--- src/rtl/instr_fetch_unit_pkg.sv ---
// Shared definitions for the fetch stage: opcode constants, fetch FSM states
// and the default reset PC.
package instr_fetch_unit_pkg;

    localparam logic [3:0] OP_NOP = 4'b0000;
    localparam logic [3:0] OP_JAL = 4'b0111;
    localparam logic [3:0] OP_J   = 4'b1010;
    localparam logic [3:0] OP_JR  = 4'b1011;

    localparam logic [15:0] RESET_PC_DEFAULT = 16'h0000;

    typedef enum logic [1:0] {
        FETCH = 2'd0,
        WAIT  = 2'd1,
        HOLD  = 2'd2,
        DRAIN = 2'd3
    } fetch_state_e;

endpackage

--- src/rtl/instr_fetch_unit_fetch_pc_reg.sv ---
// Program counter register: async reset to RESET_PC, redirect load has
// priority over the post-capture increment; wraps modulo 2^ADDR_W.
module fetch_pc_reg #(
    parameter int                 ADDR_W   = 16,
    parameter logic [ADDR_W-1:0]  RESET_PC = '0
) (
    input  logic              clk,
    input  logic              rst_n,
    input  logic              load,
    input  logic [ADDR_W-1:0] load_pc,
    input  logic              inc,
    output logic [ADDR_W-1:0] pc
);

    always_ff @(posedge clk or negedge rst_n) begin
        if (!rst_n) begin
            pc <= RESET_PC;
        end else if (load) begin
            pc <= load_pc;
        end else if (inc) begin
            pc <= pc + ADDR_W'(1);
        end
    end

endmodule

--- src/rtl/instr_fetch_unit.sv ---
// Fetch stage: issues one imem read at a time, holds the returned instruction
// with its PC on a valid/ready handshake, and discards fetches made stale by redirects.
module instr_fetch_unit
    import instr_fetch_unit_pkg::*;
#(
    parameter int                DATA_W   = 16,
    parameter int                ADDR_W   = 16,
    parameter logic [ADDR_W-1:0] RESET_PC = ADDR_W'(RESET_PC_DEFAULT)
) (
    input  logic              clk,
    input  logic              rst_n,
    output logic              imem_req,
    output logic [ADDR_W-1:0] imem_addr,
    input  logic              imem_rvalid,
    input  logic [DATA_W-1:0] imem_rdata,
    output logic              instr_valid,
    input  logic              instr_ready,
    output logic [DATA_W-1:0] instr,
    output logic [3:0]        opcode,
    output logic [ADDR_W-1:0] pc_o,
    output logic [ADDR_W-1:0] pc_plus1_o,
    input  logic              redirect_i,
    input  logic [ADDR_W-1:0] redirect_pc_i
);

    fetch_state_e      state;
    fetch_state_e      state_nxt;
    logic              capture;
    logic [ADDR_W-1:0] pc;

    fetch_pc_reg #(
        .ADDR_W   (ADDR_W),
        .RESET_PC (RESET_PC)
    ) u_pc (
        .clk     (clk),
        .rst_n   (rst_n),
        .load    (redirect_i),
        .load_pc (redirect_pc_i),
        .inc     (capture),
        .pc      (pc)
    );

    always_ff @(posedge clk or negedge rst_n) begin
        if (!rst_n) begin
            state <= FETCH;
        end else begin
            state <= state_nxt;
        end
    end

    always_comb begin
        state_nxt = state;
        capture   = 1'b0;
        case (state)
            // A request issued in the same cycle as a redirect is still in flight.
            FETCH: state_nxt = redirect_i ? DRAIN : WAIT;
            WAIT: begin
                if (redirect_i) begin
                    state_nxt = imem_rvalid ? FETCH : DRAIN;
                end else if (imem_rvalid) begin
                    capture   = 1'b1;
                    state_nxt = HOLD;
                end
            end
            HOLD: begin
                if (redirect_i || instr_ready) begin
                    state_nxt = FETCH;
                end
            end
            // The outstanding read retiring ends the drain even if a new redirect
            // arrives with it; staying would wait for a response that never comes.
            DRAIN: begin
                if (imem_rvalid) begin
                    state_nxt = FETCH;
                end
            end
            default: state_nxt = FETCH;
        endcase
    end

    assign imem_req  = (state == FETCH) && rst_n;
    assign imem_addr = pc;
    assign opcode    = instr[DATA_W-1 -: 4];

    always_ff @(posedge clk or negedge rst_n) begin
        if (!rst_n) begin
            instr_valid <= 1'b0;
            instr       <= '0;
            pc_o        <= RESET_PC;
            pc_plus1_o  <= RESET_PC + ADDR_W'(1);
        end else begin
            if (redirect_i) begin
                instr_valid <= 1'b0;
            end else if (capture) begin
                instr_valid <= 1'b1;
            end else if (state == HOLD && instr_ready) begin
                instr_valid <= 1'b0;
            end
            if (capture) begin
                instr      <= imem_rdata;
                pc_o       <= pc;
                pc_plus1_o <= pc + ADDR_W'(1);
            end
        end
    end

endmodule

--- config.mk ---
export PLATFORM = sky130hd
export DESIGN_NAME = instr_fetch_unit
export DESIGN_NICKNAME = d
export VERILOG_FILES = /design/src/rtl/instr_fetch_unit_pkg.sv /design/src/rtl/instr_fetch_unit_fetch_pc_reg.sv /design/src/rtl/instr_fetch_unit.sv
export SDC_FILE = /design/constraint.sdc
export NUM_CORES = 1
export LEC_CHECK = 0
export ABC_AREA = 1
export CORE_MARGIN = 10
export CORE_UTILIZATION = 56
export DETAILED_ROUTE_END_ITERATION = 16
export DONT_BUFFER_PORTS = 1
export PLACE_DENSITY = 0.82
export SKIP_LAST_GASP = 1
export SLEW_MARGIN = 40
export SYNTH_ARGS = -nofsm -noshare
export SYNTH_HDL_FRONTEND = slang
export SYNTH_SLANG_ARGS = --single-unit
export TNS_END_PERCENT = 5
--- constraint.sdc ---
create_clock -name clk -period 1.5 [get_ports clk]
set_clock_uncertainty 0.05 [all_clocks]
set_input_delay 0.15 -clock clk [delete_from_list [all_inputs] [get_ports clk]]
set_output_delay 0.15 -clock clk [all_outputs]
set_load 0.02 [all_outputs]
After elaboration in Yosys (flattened, before gate mapping)
Cells that the tools add are included.
{"block": "classes", "reduce_logical": 7, "n_mux": 15, "eq_ne": 6, "addsub": 1}
{"cell": "two-way mux 16 bit", "count": 2}
{"cell": "adder 16 x 1 -> 16 bit, second input constant", "count": 1}
{"cell": "two-way mux 2 bit", "count": 6}
{"cell": "one-hot mux 2 bit (4 select lines)", "count": 1}
{"cell": "two-way mux 1 bit", "count": 6}
{"cell": "equality test 2 bit, second input constant", "count": 2}
{"cell": "inequality test 2 bit, second input constant", "count": 2}
{"cell": "inequality test 3 bit, second input constant", "count": 1}
{"cell": "AND reduction 3 bit", "count": 1}
{"cell": "nonzero test 3 bit", "count": 1}
{"cell": "equality test 2 x 1 -> 1 bit, second input constant", "count": 1}
{"cell": "logical AND 1 bit", "count": 2}
{"cell": "logical NOT 2 bit", "count": 1}
{"cell": "nonzero test 2 bit", "count": 1}
{"cell": "logical OR 1 bit", "count": 1}
{"block": "totals", "wordCells": 35, "out_inout_bits": 70, "register_bits": 67, "inputBits": 37}

Logic depth before layout (Yosys ltp)
{"block": "logic_depth", "ltp_word": 5, "depth_mapped": 8, "mapped_depth_nobuf": 8}

By module
Synthesis repeated with hierarchy kept, for this count alone.
{"block": "unflattened", "cells_unflattened": 448, "hier_area_um2": 3424.5}
{"mod": "instr_fetch_unit", "seq_area_each_um2": 1277.5, "n_inst": 1, "area_per_inst_um2": 2386.0, "cells_per_inst": 310}
{"mod": "fetch_pc_reg", "seq_area_each_um2": 400.4, "n_inst": 1, "area_per_inst_um2": 1038.5, "cells_per_inst": 138}

Worst setup path after synthesis
OpenSTA, ideal clock, no wires.
{"block": "synth_path", "kind": "register to register", "from": "reg u_pc.pc[0]", "to": "reg pc_plus1_o[10]", "period_less_slack_ps": 1478, "setup_slack_ps": 22, "t_arrival_ps": 1309, "path_stages_with_launch": 9, "n_path_buf": 0, "setup_ps": 119, "required_time_ps": 1331, "path_cell_list": "dfrtp_1 > ha_1 > nand2_1 > nor2_2 > nand3b_1 > inv_1 > nand2_1 > nand3_1 > nand2_1"}
{"block": "synth_via", "elab_chain_len": 1}
{"element": "start: declaration", "line": "instr_fetch_unit_fetch_pc_reg.sv:12", "rtl": "output logic [ADDR_W-1:0] pc"}
{"element": "start signal: assignment", "line": "instr_fetch_unit_fetch_pc_reg.sv:19", "rtl": "pc <= load_pc;"}
{"element": "start signal: assignment", "line": "instr_fetch_unit_fetch_pc_reg.sv:21", "rtl": "pc <= pc + ADDR_W'(1);"}
{"element": "adder 16 x 1 -> 16 bit", "line": "instr_fetch_unit.sv:102", "rtl": "pc_plus1_o <= pc + ADDR_W'(1);"}
{"element": "end signal: assignment", "line": "instr_fetch_unit.sv:90", "rtl": "pc_plus1_o <= RESET_PC + ADDR_W'(1);"}
{"element": "end signal: assignment", "line": "instr_fetch_unit.sv:102"}
{"element": "end: declaration", "line": "instr_fetch_unit.sv:21", "rtl": "output logic [ADDR_W-1:0] pc_plus1_o,"}
Every way passes these cells.
A chain may end at the register's enable or synchronous reset.

Final worst setup path
{"block": "layout_path", "from": "reg state[0]", "to": "out imem_req"}
{"block": "layout_via", "elab_chain_len": 2}
{"element": "start: declaration", "line": "instr_fetch_unit.sv:26", "rtl": "fetch_state_e state;"}
{"element": "start signal: assignment", "line": "instr_fetch_unit.sv:47", "rtl": "state <= state_nxt;"}
{"element": "logical NOT 2 bit", "line": "instr_fetch_unit.sv:81", "rtl": "assign imem_req = (state == FETCH) && rst_n;"}
{"element": "logical AND 1 bit", "line": "instr_fetch_unit.sv:81"}
{"element": "end: declaration", "line": "instr_fetch_unit.sv:12", "rtl": "output logic imem_req,"}
Every way passes these cells.

==> key figures <==
Pwr
  • Maximum VDD drop: 1.17 mV
  • Leak: 2.02 nW
  • Seq pwr share: 0.532
  • Pwr per Cell Area: 1970 nW/um^2
  • Comb pwr share: 0.242
  • Power Internal: 0.00429 W
  • Sw power: 0.00327 W
  • Clock power share: 0.226
  • Sw Share: 0.433

Clock tree
  • CTS sink cnt: 67
  • Clock slew at reported path FFs: 0.07 ns
  • CTS Hold Buffers Added: 34
  • Root buffer cell: clkbuf_8
  • CTS max path bufs: 2
  • Worst-Skew Late Latency: 0.35 ns
  • CTS tree: built
  • CTS buffer count: 9
  • H-tree depth: 3

Final layout
  • Final net count: 467
  • Share of cells above drive strength 1: 0.129
  • Post-route cell area: 3840 um^2
  • Final non-filler cell total: 504
  • Core Util, Final: 0.738
  • Area grow syn2layout: 26.2%
  • Ant. Diodes: 0

Synthesis
  • Post-synth cell types: 24
  • Most frequent cell after synthesis: nand2_1
  • Post-Synthesis Cells: 379
  • Post-synth top area cell: dfrtp_1
  • EDFF count, synth: 0
  • Seq/Total Area, Yosys: 0.551
  • Synth warn: 0
  • Synth top cells by count: nand2_1 (165), dfrtp_1 (66), inv_1 (34)
  • Primary FF master, synth: dfrtp_1
  • Synth area leaders: dfrtp_1 (54%), nand2_1 (20%), inv_1 (4.2%)
  • Post-synthesis net count: 417
  • Synth top area share: 0.542
  • Async set-or-reset flop fraction in the synthesized netlist: 1.00
  • Area of the mapped netlist: 3050 um^2
  • Flops & latches, synth: 67
  • Synth Area per Inst: 8.04 um^2

Detailed routing
  • Detailed-route wire length: 9.04 mm
  • Initial DRC Count: 239
  • Drt pass-1 iters: 5
  • WL per Instance: 17.9 um
  • Via Count: 2,772
  • DRC viols: 0
  • Final ANT Viol Nets: 0
  • Routed vias/inst: 5.50

Timing
  • Final period util: 0.962
  • Max frequency: 693 MHz
  • RSZ-0062 raised after global routing: true
  • Slew @ Worst Pin: 0.412 ns
  • Hold Vio Cnt, Final: 67
  • Hold_ws: -0.555 ns
  • Slew HR: 0.725
  • Final min period: 1.44 ns
  • Slew Viols, Final: 0
  • Final setup vio count: 0

GRT
  • First-pass GRT wire length: 13.9 mm
  • Most crowded layer after global routing: met2
  • Congestion Overflow GR: 0
  • GRT Overall Usage: 0.201
  • Largest net degree at the start of global routing: 69
  • Met3 Use GR: 0.0783
  • Vias in the first global route: 2,681
  • Met2 Resource Use GR: 0.325
  • Initial antenna violation count: 0
  • GR Util met1: 0.226

Flow run
  • Max-cap violations: 0

Placement
  • Placed cells: 452
  • Post-Place Cell Area: 3200 um^2
  • IO buf count: 0
  • Dpl hpwl: 5.79 mm
  • Final GP Congestion: 0.882

Critical path
  • Critical Path RT: 1.30 ns
  • Reg-to-reg slack, setup: 0.07 ns
  • Critical path type: reg2out
  • CP Capture Type: output pin
  • Worst Path Max Fanout: 4
  • Startpoint types: register
  • Worst EP arrival: 1.24 ns

Run status
  • Failing checks: hold timing
  • Status: complete, but fails checks

Floorplanning
  • Die area: 8790 um^2
  • Die extent in y: 93.7 um
  • Die Wd: 93.7 um
  • Core area: 5200 um^2
  • I/O pin count: 107
  • Starting density of the core: 0.585
  • Row count: 26

Min path
  • Hold Path Class: in2async
## through the flow
stage	power, W	TNS, ns	setup slack [ns]
5_1_grt	0.00800	-0.0543	-0.0241
2_1_floorplan	0.00510	0	0.0217
4_1_cts	0.00745	0	0.0213
3_3_place_gp	0.00557	0	0.146
6_report	0.00756	0	0.0565
3_5_place_dp	0.00567	0	0.0687
## timing repair
item / 4_1_cts / 5_1_grt
resized for setup: 1 / 12
setup buffers: 0 / 1
pin swaps: 0 / 1
hold endpoints to repair: 101 / 67
setup endpoints to repair: 1 / 19
cloned: 0 / 1
## power groups by stage
| stage | Sequential [W] | Combinational, W | Clock [W] |
|---|---|---|---|
| CTS | 0.00402 | 0.00171 | 0.00172 |
| global placement | 0.00403 | 0.00154 | 0 |
| floorplan | 0.00389 | 0.00121 | 0 |
| detailed placement | 0.00404 | 0.00163 | 0 |
| finish | 0.00402 | 0.00183 | 0.00171 |
| global route | 0.00412 | 0.00210 | 0.00178 |
## registers in the layout (all words and copies together), names as in the netlist
register,count
instr,16
pc_o,16
pc_plus1_o,16
u_pc.pc,16
state,2
instr_valid,1
## metal layers
metal  routed length [um]  part of all wire
met2                 4480              0.50
met5                    0                 0
met3                  989              0.11
met1                 3380              0.37
met4                  200             0.022
## worst paths after layout
kind | startpoint | end | depth (start not counted)
max in group asynchronous | rst_n | pc_plus1_o[0]$_DFFE_PN1P_ | 0
min reg2reg | pc_plus1_o[0]$_DFFE_PN1P_ | pc_plus1_o[0]$_DFFE_PN1P_ | 2
min | rst_n | state[0]$_DFFE_PN0P_ | 0
max | state[0]$_DFFE_PN0P_ | imem_req | 3
max reg2reg | state[0]$_DFFE_PN0P_ | u_pc.pc[7]$_DFFE_PN0P_ | 8
min in group clk | redirect_pc_i[7] | u_pc.pc[7]$_DFFE_PN0P_ | 4
## final cells by class
type,count,area [um^2]
clock buffer,12,155
clock inverter,4,72.6
fill,370,1360
inverter,35,134
multi-input combinational,260,1160
sequential,67,1680
tap,70,87.6
timing repair buffer,56,558
## logic make-up after synthesis
| group | after synthesis | synth area share |
|---|---|---|
| xor gates and xnor gates | 1 | 0.00288 |
| buffers and inverters | 52 | 0.0785 |
| AOI/OAI and AO/OA | 38 | 0.0698 |
| DFF | 67 | 0.551 |
| and+or+nand+nor | 220 | 0.294 |
| adders and majority gates | 1 | 0.00411 |
## cells in the final DEF (no fill, tap or decap), types with 2 or more instances in the layout
cell	count
nand2_2	5
inv_1	33
buf_4	18
o21ai_1	6
o21ai_2	4
nor2_1	17
dlygate4sd3_1	33
a21oi_1	5
bufinv_16	2
nor2_4	4
clkbuf_8	11
buf_12	2
o21ai_0	20
dfrtp_1	66
o211ai_1	3
nand4_1	4
nand2_1	163
nand3_1	23
## worst max-delay path, stage by stage (launching register included)
cell     delay [ns]
dfrtp_1        0.41
inv_1          0.16
nand2_1        0.15
nor2_4         0.17
(Power assumes the default switching activity.)
==> patch 1 (config.mk and constraints unchanged) <==
Change the parameter `DATA_W` from 16 to 18.
--- a/src/rtl/instr_fetch_unit.sv
+++ b/src/rtl/instr_fetch_unit.sv
@@ -3,7 +3,7 @@
 module instr_fetch_unit
     import instr_fetch_unit_pkg::*;
 #(
-    parameter int                DATA_W   = 16,
+    parameter int                DATA_W   = 18,
     parameter int                ADDR_W   = 16,
     parameter logic [ADDR_W-1:0] RESET_PC = ADDR_W'(RESET_PC_DEFAULT)
 ) (
Ports: changed (resized imem_rdata and instr); port bits go from 107 to 111. The function was not compared with the original's and may differ.
==> patch 1 against the unedited design <==
The run still ends with negative hold slack left. Design area grew 2.1%. Total power is 1.8% lower. Final cell count up 3.8%. Via count grew 0.22%. Synthesized area increased by 2.7%. Sequential cell count is 2 higher. First-iteration DRC count shrank 18%. Wire length down 0.55%. Sequential share of layout area up 0.40 points. Sequential power increased by 3%. Critical path depth increased by 4. Worst setup slack gained 6.9 ps. Critical endpoint is now u_pc.pc[0]$_DFFE_PN0P_. Largest power group unchanged.
==> patch 1: results (changes against the unedited design) <==
{| class="wikitable"
! Metric !! Value
|-
| Met2 usage || 32.6% (+0.063 points)
|-
| Global placer's final weighted congestion || 0.837 (-5.0%)
|-
| Violations in the final reports || negative hold slack
|-
| Clock period minus final worst setup slack || 1440 ps (-6.93 ps)
|-
| Register area share after synthesis || 55.3% (+0.17 points)
|-
| Last element of the critical path || u_pc.pc[0]$_DFFE_PN0P_
|-
| Final HPWL from detailed placement || 6080 microns (+5.1%)
|-
| Total placed cells including tap cells || 464 (+2.7%)
|-
| Area share of fa/ha/maj cells after synthesis || 0.400% (-0.011 points)
|-
| Leakage Power || 2.06 nW (+1.9%)
|-
| GR Layer Usage met1 || 24.5% (+1.9 points)
|-
| Worst hold margin || -548 ps (+7.23 ps)
|-
| Syn nets || 427 (+2.4%)
|-
| Pin count of the biggest net entering global routing || 71 (+2.9%)
|-
| Final layout net count || 486 (+4.1%)
|-
| Fraction of final layout cells with drive strength greater than 1 || 12.9% (-0.043 points)
|-
| Global routing met3 resource utilization || 7.53% (-0.30 points)
|-
| Placed cell areas || 3270 sq um (+2.1%)
|-
| CTS root buf || sky130_fd_sc_hd__clkbuf_8
|-
| Total track usage || 20.5% (+0.45 points)
|-
| Violation count after the first detailed-routing iteration || 195 (-18%)
|-
| Fill count || 431 (+16%)
|-
| Maximum vdd drop || 1.35 mV (+15%)
|-
| Number of global-route vias before repair || 2880 (+7.4%)
|-
| Total area of multi-input combinational cells || 1180 sq um (+1.7%)
|-
| Worst EP arrival || 1580 ps (+340 ps)
|-
| Number of instances in the synthesized netlist || 387 (+2.1%)
|-
| Worst-Skew Late Latency || 330 ps (-20 ps)
|-
| Number of hold-repair buffers added at the cts stage || 43 (+26%)
|-
| Outcome || finished, violations left
|-
| Routed Wire Length || 8990 microns (-0.55%)
|-
| Compound-cell area share of the yosys netlist || 6.32% (-0.66 points)
|-
| Critical path fanouts, max || 12 (+8)
|-
| Share of the synthesized netlist area taken by xor and xnor gates || 0.280% (-0.0075 points)
|-
| Final-report hold violation count || 69 (+3.0%)
|-
| DRT Pass-1 Iters || 4 (-1)
|-
| Biggest area contributors in the synthesized netlist || sky130_fd_sc_hd__dfrtp_1, sky130_fd_sc_hd__nand2_1, sky130_fd_sc_hd__o21ai_0
|-
| Post-placement worst setup slack || 74.0 ps (+5.28 ps)
|-
| R2R cell count || 7 (-1)
|-
| Via count of the routed design || 2778 (+0.22%)
|-
| Most instantiated cells after synthesis || sky130_fd_sc_hd__nand2_1, sky130_fd_sc_hd__dfrtp_1, sky130_fd_sc_hd__inv_1
|}
[patch 1: changes by cell type after synthesis]
cell                      before  now
sky130_fd_sc_hd__buf_2         5    4
sky130_fd_sc_hd__buf_6         1    2
sky130_fd_sc_hd__dfrtp_1      66   68
sky130_fd_sc_hd__inv_1        34   32
sky130_fd_sc_hd__inv_2         1    3
sky130_fd_sc_hd__nand2_1     165  171
sky130_fd_sc_hd__nand3_1      23   21
sky130_fd_sc_hd__nand3_2       0    2
sky130_fd_sc_hd__nor2_1       18   17
sky130_fd_sc_hd__nor2_4        1    2
sky130_fd_sc_hd__o21ai_0      20   24
sky130_fd_sc_hd__o21ai_2       4    0
[patch 1: layout make-up]
class                   instances  area share, %
clock buffers                  10           3.51
clock inverters                 6           1.56
inverters                      35           3.35
multi-input cells             266           30.0
flip-flops and latches         69           44.1
well taps                      72           2.30
repair buffers                 65           15.2
[patch 1: what timing repair did]
action                                  4_1_cts  5_1_grt
endpoints found under the hold margin       105       69
gates resized for setup                       1        7
endpoints found under the setup margin        1       10
pin swaps                                     0        2
[patch 1: worst min-delay path by stage]
| stage | end | slack (ps) |
|---|---|---|
| 2_1_floorplan | instr[0]$_DFFE_PN0P_ | -200 |
| 3_3_place_gp | pc_o[10]$_DFFE_PN0P_ | -190 |
| 3_5_place_dp | instr_valid$_DFFE_PN0P_ | -190 |
| 4_1_cts | instr[10]$_DFFE_PN0P_ | -560 |
| 5_1_grt | pc_o[8]$_DFFE_PN0P_ | -570 |
| 6_report | instr[10]$_DFFE_PN0P_ | -550 |
[patch 1: kinds of logic after synthesis]
| kind of cell | count (synthesis) |
|---|---|
| adder cells (fa/ha/maj) | 1 |
| flip-flops | 69 |
| buffers and inverters | 52 |
| AND/OR/NAND/NOR | 226 |
| AO/OA/AOI/OAI | 38 |
| XOR/XNOR | 1 |
[patch 1: critical path, stage by stage (launching register included)]
cell	delay (ps)
sky130_fd_sc_hd__dfrtp_1	410
sky130_fd_sc_hd__inv_2	100
sky130_fd_sc_hd__nor2_4	40
sky130_fd_sc_hd__nand2_2	110
sky130_fd_sc_hd__buf_4	200
sky130_fd_sc_hd__nor2_1	70
sky130_fd_sc_hd__a21oi_1	160
sky130_fd_sc_hd__o21ai_0	140
[patch 1: layer usage]
layer  vias to the layer above  wire, microns
met5                         -              0
met4                         0            213
met3                        21            892
met2                       113           4450
met1                      1331           3440
li1                       1313              -
[patch 1: where the power goes]
group | total, mW | internal, mW | leakage, nW | switching [mW]
registers | 4.14 | 2.62 | 0.859 | 1.52
clock network | 1.50 | 0.810 | 0.102 | 0.689
logic | 1.78 | 0.689 | 1.09 | 1.09
==> patch 2 (config.mk and constraints unchanged) <==
Made on the original files. Make the reset (`rst_n`) synchronous in 3 clocked blocks. Comments in the files are not updated.
--- a/src/rtl/instr_fetch_unit_fetch_pc_reg.sv
+++ b/src/rtl/instr_fetch_unit_fetch_pc_reg.sv
@@ -12,7 +12,7 @@
     output logic [ADDR_W-1:0] pc
 );
 
-    always_ff @(posedge clk or negedge rst_n) begin
+    always_ff @(posedge clk) begin
         if (!rst_n) begin
             pc <= RESET_PC;
         end else if (load) begin
--- a/src/rtl/instr_fetch_unit.sv
+++ b/src/rtl/instr_fetch_unit.sv
@@ -40,7 +40,7 @@
         .pc      (pc)
     );
 
-    always_ff @(posedge clk or negedge rst_n) begin
+    always_ff @(posedge clk) begin
         if (!rst_n) begin
             state <= FETCH;
         end else begin
@@ -82,7 +82,7 @@
     assign imem_addr = pc;
     assign opcode    = instr[DATA_W-1 -: 4];
 
-    always_ff @(posedge clk or negedge rst_n) begin
+    always_ff @(posedge clk) begin
         if (!rst_n) begin
             instr_valid <= 1'b0;
             instr       <= '0;
Check against the original RTL: differs if rst_n is asserted again (counterexample within 4 cycles, from zero or initial values and one cycle with rst_n low); with rst_n held inactive, the same outputs for 10 cycles.
==> patch 2 against the unedited design <==
Maximum frequency is 3.4% lower. Wire length is 0.17% lower. Core utilization is 3.6 points lower. Sequential cell count stayed put. Design area is 7.9% lower. Worst setup slack worse by 50 ps. Synthesized area is 5.6% lower. Critical path type is now reg2reg. Largest cell class unchanged. Highest routed layer unchanged.
Power is not compared: it rests on default switching activity, and its combinational part moved more than twofold at a synthesized area within 25%.
==> patch 2: results (changes against the unedited design) <==
{| class="wikitable"
! Metric !! Value
|-
| Outcome || finished, final reports clean
|-
| Launching element type of the critical path || flip-flop
|-
| Vias per Instance || 5.62 (+2.1%)
|-
| Clock Tree Buf Depth || 2 (unchanged)
|-
| Post-detailed-route wirelength per cell || 17.6 microns (-1.9%)
|-
| Violation count after the first detailed-routing iteration || 235 (-1.7%)
|-
| Count of distinct cell types in the synthesized netlist || 27 (+13%)
|-
| Worst EP arrival || 1670 ps (+430 ps)
|-
| Routed Wire Length || 9030 microns (-0.17%)
|-
| Max stage delay cell, worst path || sky130_fd_sc_hd__dlygate4sd3_1
|-
| Number of instances in the synthesized netlist || 396 (+4.5%)
|-
| Worst min path class || in2reg
|-
| Total placed cells including tap cells || 469 (+3.8%)
|-
| Biggest area contributors in the synthesized netlist || sky130_fd_sc_hd__dfxtp_1, sky130_fd_sc_hd__nand2_1, sky130_fd_sc_hd__o21ai_0
|-
| First-pass GRT wire length || 14000 microns (+0.75%)
|-
| Number of global-route vias before repair || 2776 (+3.5%)
|-
| Global placer's final weighted congestion || 0.947 (+7.4%)
|-
| Syn nets || 434 (+4.1%)
|-
| Pin slew with the least headroom to its limit || 566 ps (+154 ps)
|-
| Largest stage delay, worst path || 590 ps (+180 ps)
|-
| Reg-to-reg setup timing slack || 6 ps (-60 ps)
|-
| Critical path fanouts, max || 6 (+2)
|-
| Startpoint of the worst-slack reg-to-reg timing path || state[1]$_SDFFE_PN0P_
|-
| Fraction of final layout cells with drive strength greater than 1 || 15.3% (+2.4 points)
|-
| Clock period minus final worst setup slack || 1490 ps (+50.3 ps)
|-
| CTS root buf || sky130_fd_sc_hd__clkbuf_8
|-
| R2R cell count || 5 (-3)
|-
| Share of flip-flops with an asynchronous set or reset after synthesis || 0% (-100 points)
|-
| Die Footprint || 8400 sq um (-4.4%)
|-
| Cell type group with the largest total delay on the critical path || buffers and inverters
|-
| Pin count of the biggest net entering global routing || 45 (-35%)
|-
| Post-placement worst setup slack || 19.7 ps (-49.0 ps)
|-
| Final layout net count || 479 (+2.6%)
|-
| Most instantiated cells after synthesis || sky130_fd_sc_hd__nand2_1, sky130_fd_sc_hd__dfxtp_1, sky130_fd_sc_hd__nor2_1
|-
| Total track usage || 20.6% (+0.57 points)
|-
| Register area share after synthesis || 46.6% (-8.4 points)
|-
| Final HPWL from detailed placement || 6130 microns (+5.9%)
|}
## patch 2: cell types whose count changed after synthesis, moves of 6 or more
cell                       unedited run  this run
sky130_fd_sc_hd__nand2_1            165        83
sky130_fd_sc_hd__inv_1               34        24
sky130_fd_sc_hd__o21ai_0             20        50
sky130_fd_sc_hd__nor2_1              18        61
sky130_fd_sc_hd__dfxtp_1              0        67
sky130_fd_sc_hd__o21ai_1              6        12
sky130_fd_sc_hd__clkbuf_1             3         9
sky130_fd_sc_hd__nand3_1             23        17
sky130_fd_sc_hd__a21oi_1              5        31
sky130_fd_sc_hd__dfrtp_1             66         0
## patch 2: worst paths after layout
path / endpoint
hold reg to reg: instr[13]$_SDFFE_PN0P_
setup reg to reg: instr_valid$_SDFFE_PP0P_
hold / removal: u_pc.pc[7]$_SDFFE_PN0P_
setup / recovery: instr_valid$_SDFFE_PP0P_
## patch 2: power by group
part           internal [mW]  switching, mW
registers               1.88          0.168
logic                  0.228          0.340
clock network          0.611          0.642
## patch 2: timing repair
item,CTS,global route
pin swaps,0,1
endpoints found under the hold margin,52,0
setup endpoints to repair,1,34
hold buffers,31,0
resized for setup,1,13
## patch 2: cells by family (layout without fill, tap and decap cells)
logic type	after synthesis	after routing	synth area share, %
AND/OR/NAND/NOR	175	175	25.4
adder cells (fa/ha/maj)	1	1	0.435
buffers and inverters	52	99	8.92
XOR/XNOR	1	1	0.305
AO/OA/AOI/OAI	100	100	18.3
flip-flops	67	67	46.6
## patch 2: per-stage QoR
step	hold WS [ps]	setup TNS (ps)	instance area [sq um]
5_1_grt	22.4	-376	3540
3_5_place_dp	222	0	3030
3_3_place_gp	204	0	3030
2_1_floorplan	263	0	2880
4_1_cts	0.391	0	3510
6_report	10.3	0	3540
## patch 2: tightest hold or removal path, delay by kind of cell
| kind | cells | cell delay, ps |
|---|---|---|
| AOI/OAI and AO/OA | 2 | 140 |
| and+or+nand+nor | 2 | 80 |
## patch 2: layer usage
metal / part of all wire (%) / global-route usage, %
met1: 38 / 22.8
met2: 47 / 33.6
met3: 12 / 7.74
met4: 3.4 / 11.5
met5: 0 / 0
## patch 2: final cells by class
| type | instances | area [sq um] |
|---|---|---|
| Tap cell | 70 | 87.6 |
| Clock buffer | 10 | 138 |
| Fill cell | 411 | 1500 |
| Multi-Input combinational cell | 277 | 1310 |
| Clock inverter | 3 | 17.5 |
| Sequential cell | 67 | 1340 |
| Timing Repair Buffer | 59 | 547 |
| Inverter | 27 | 101 |
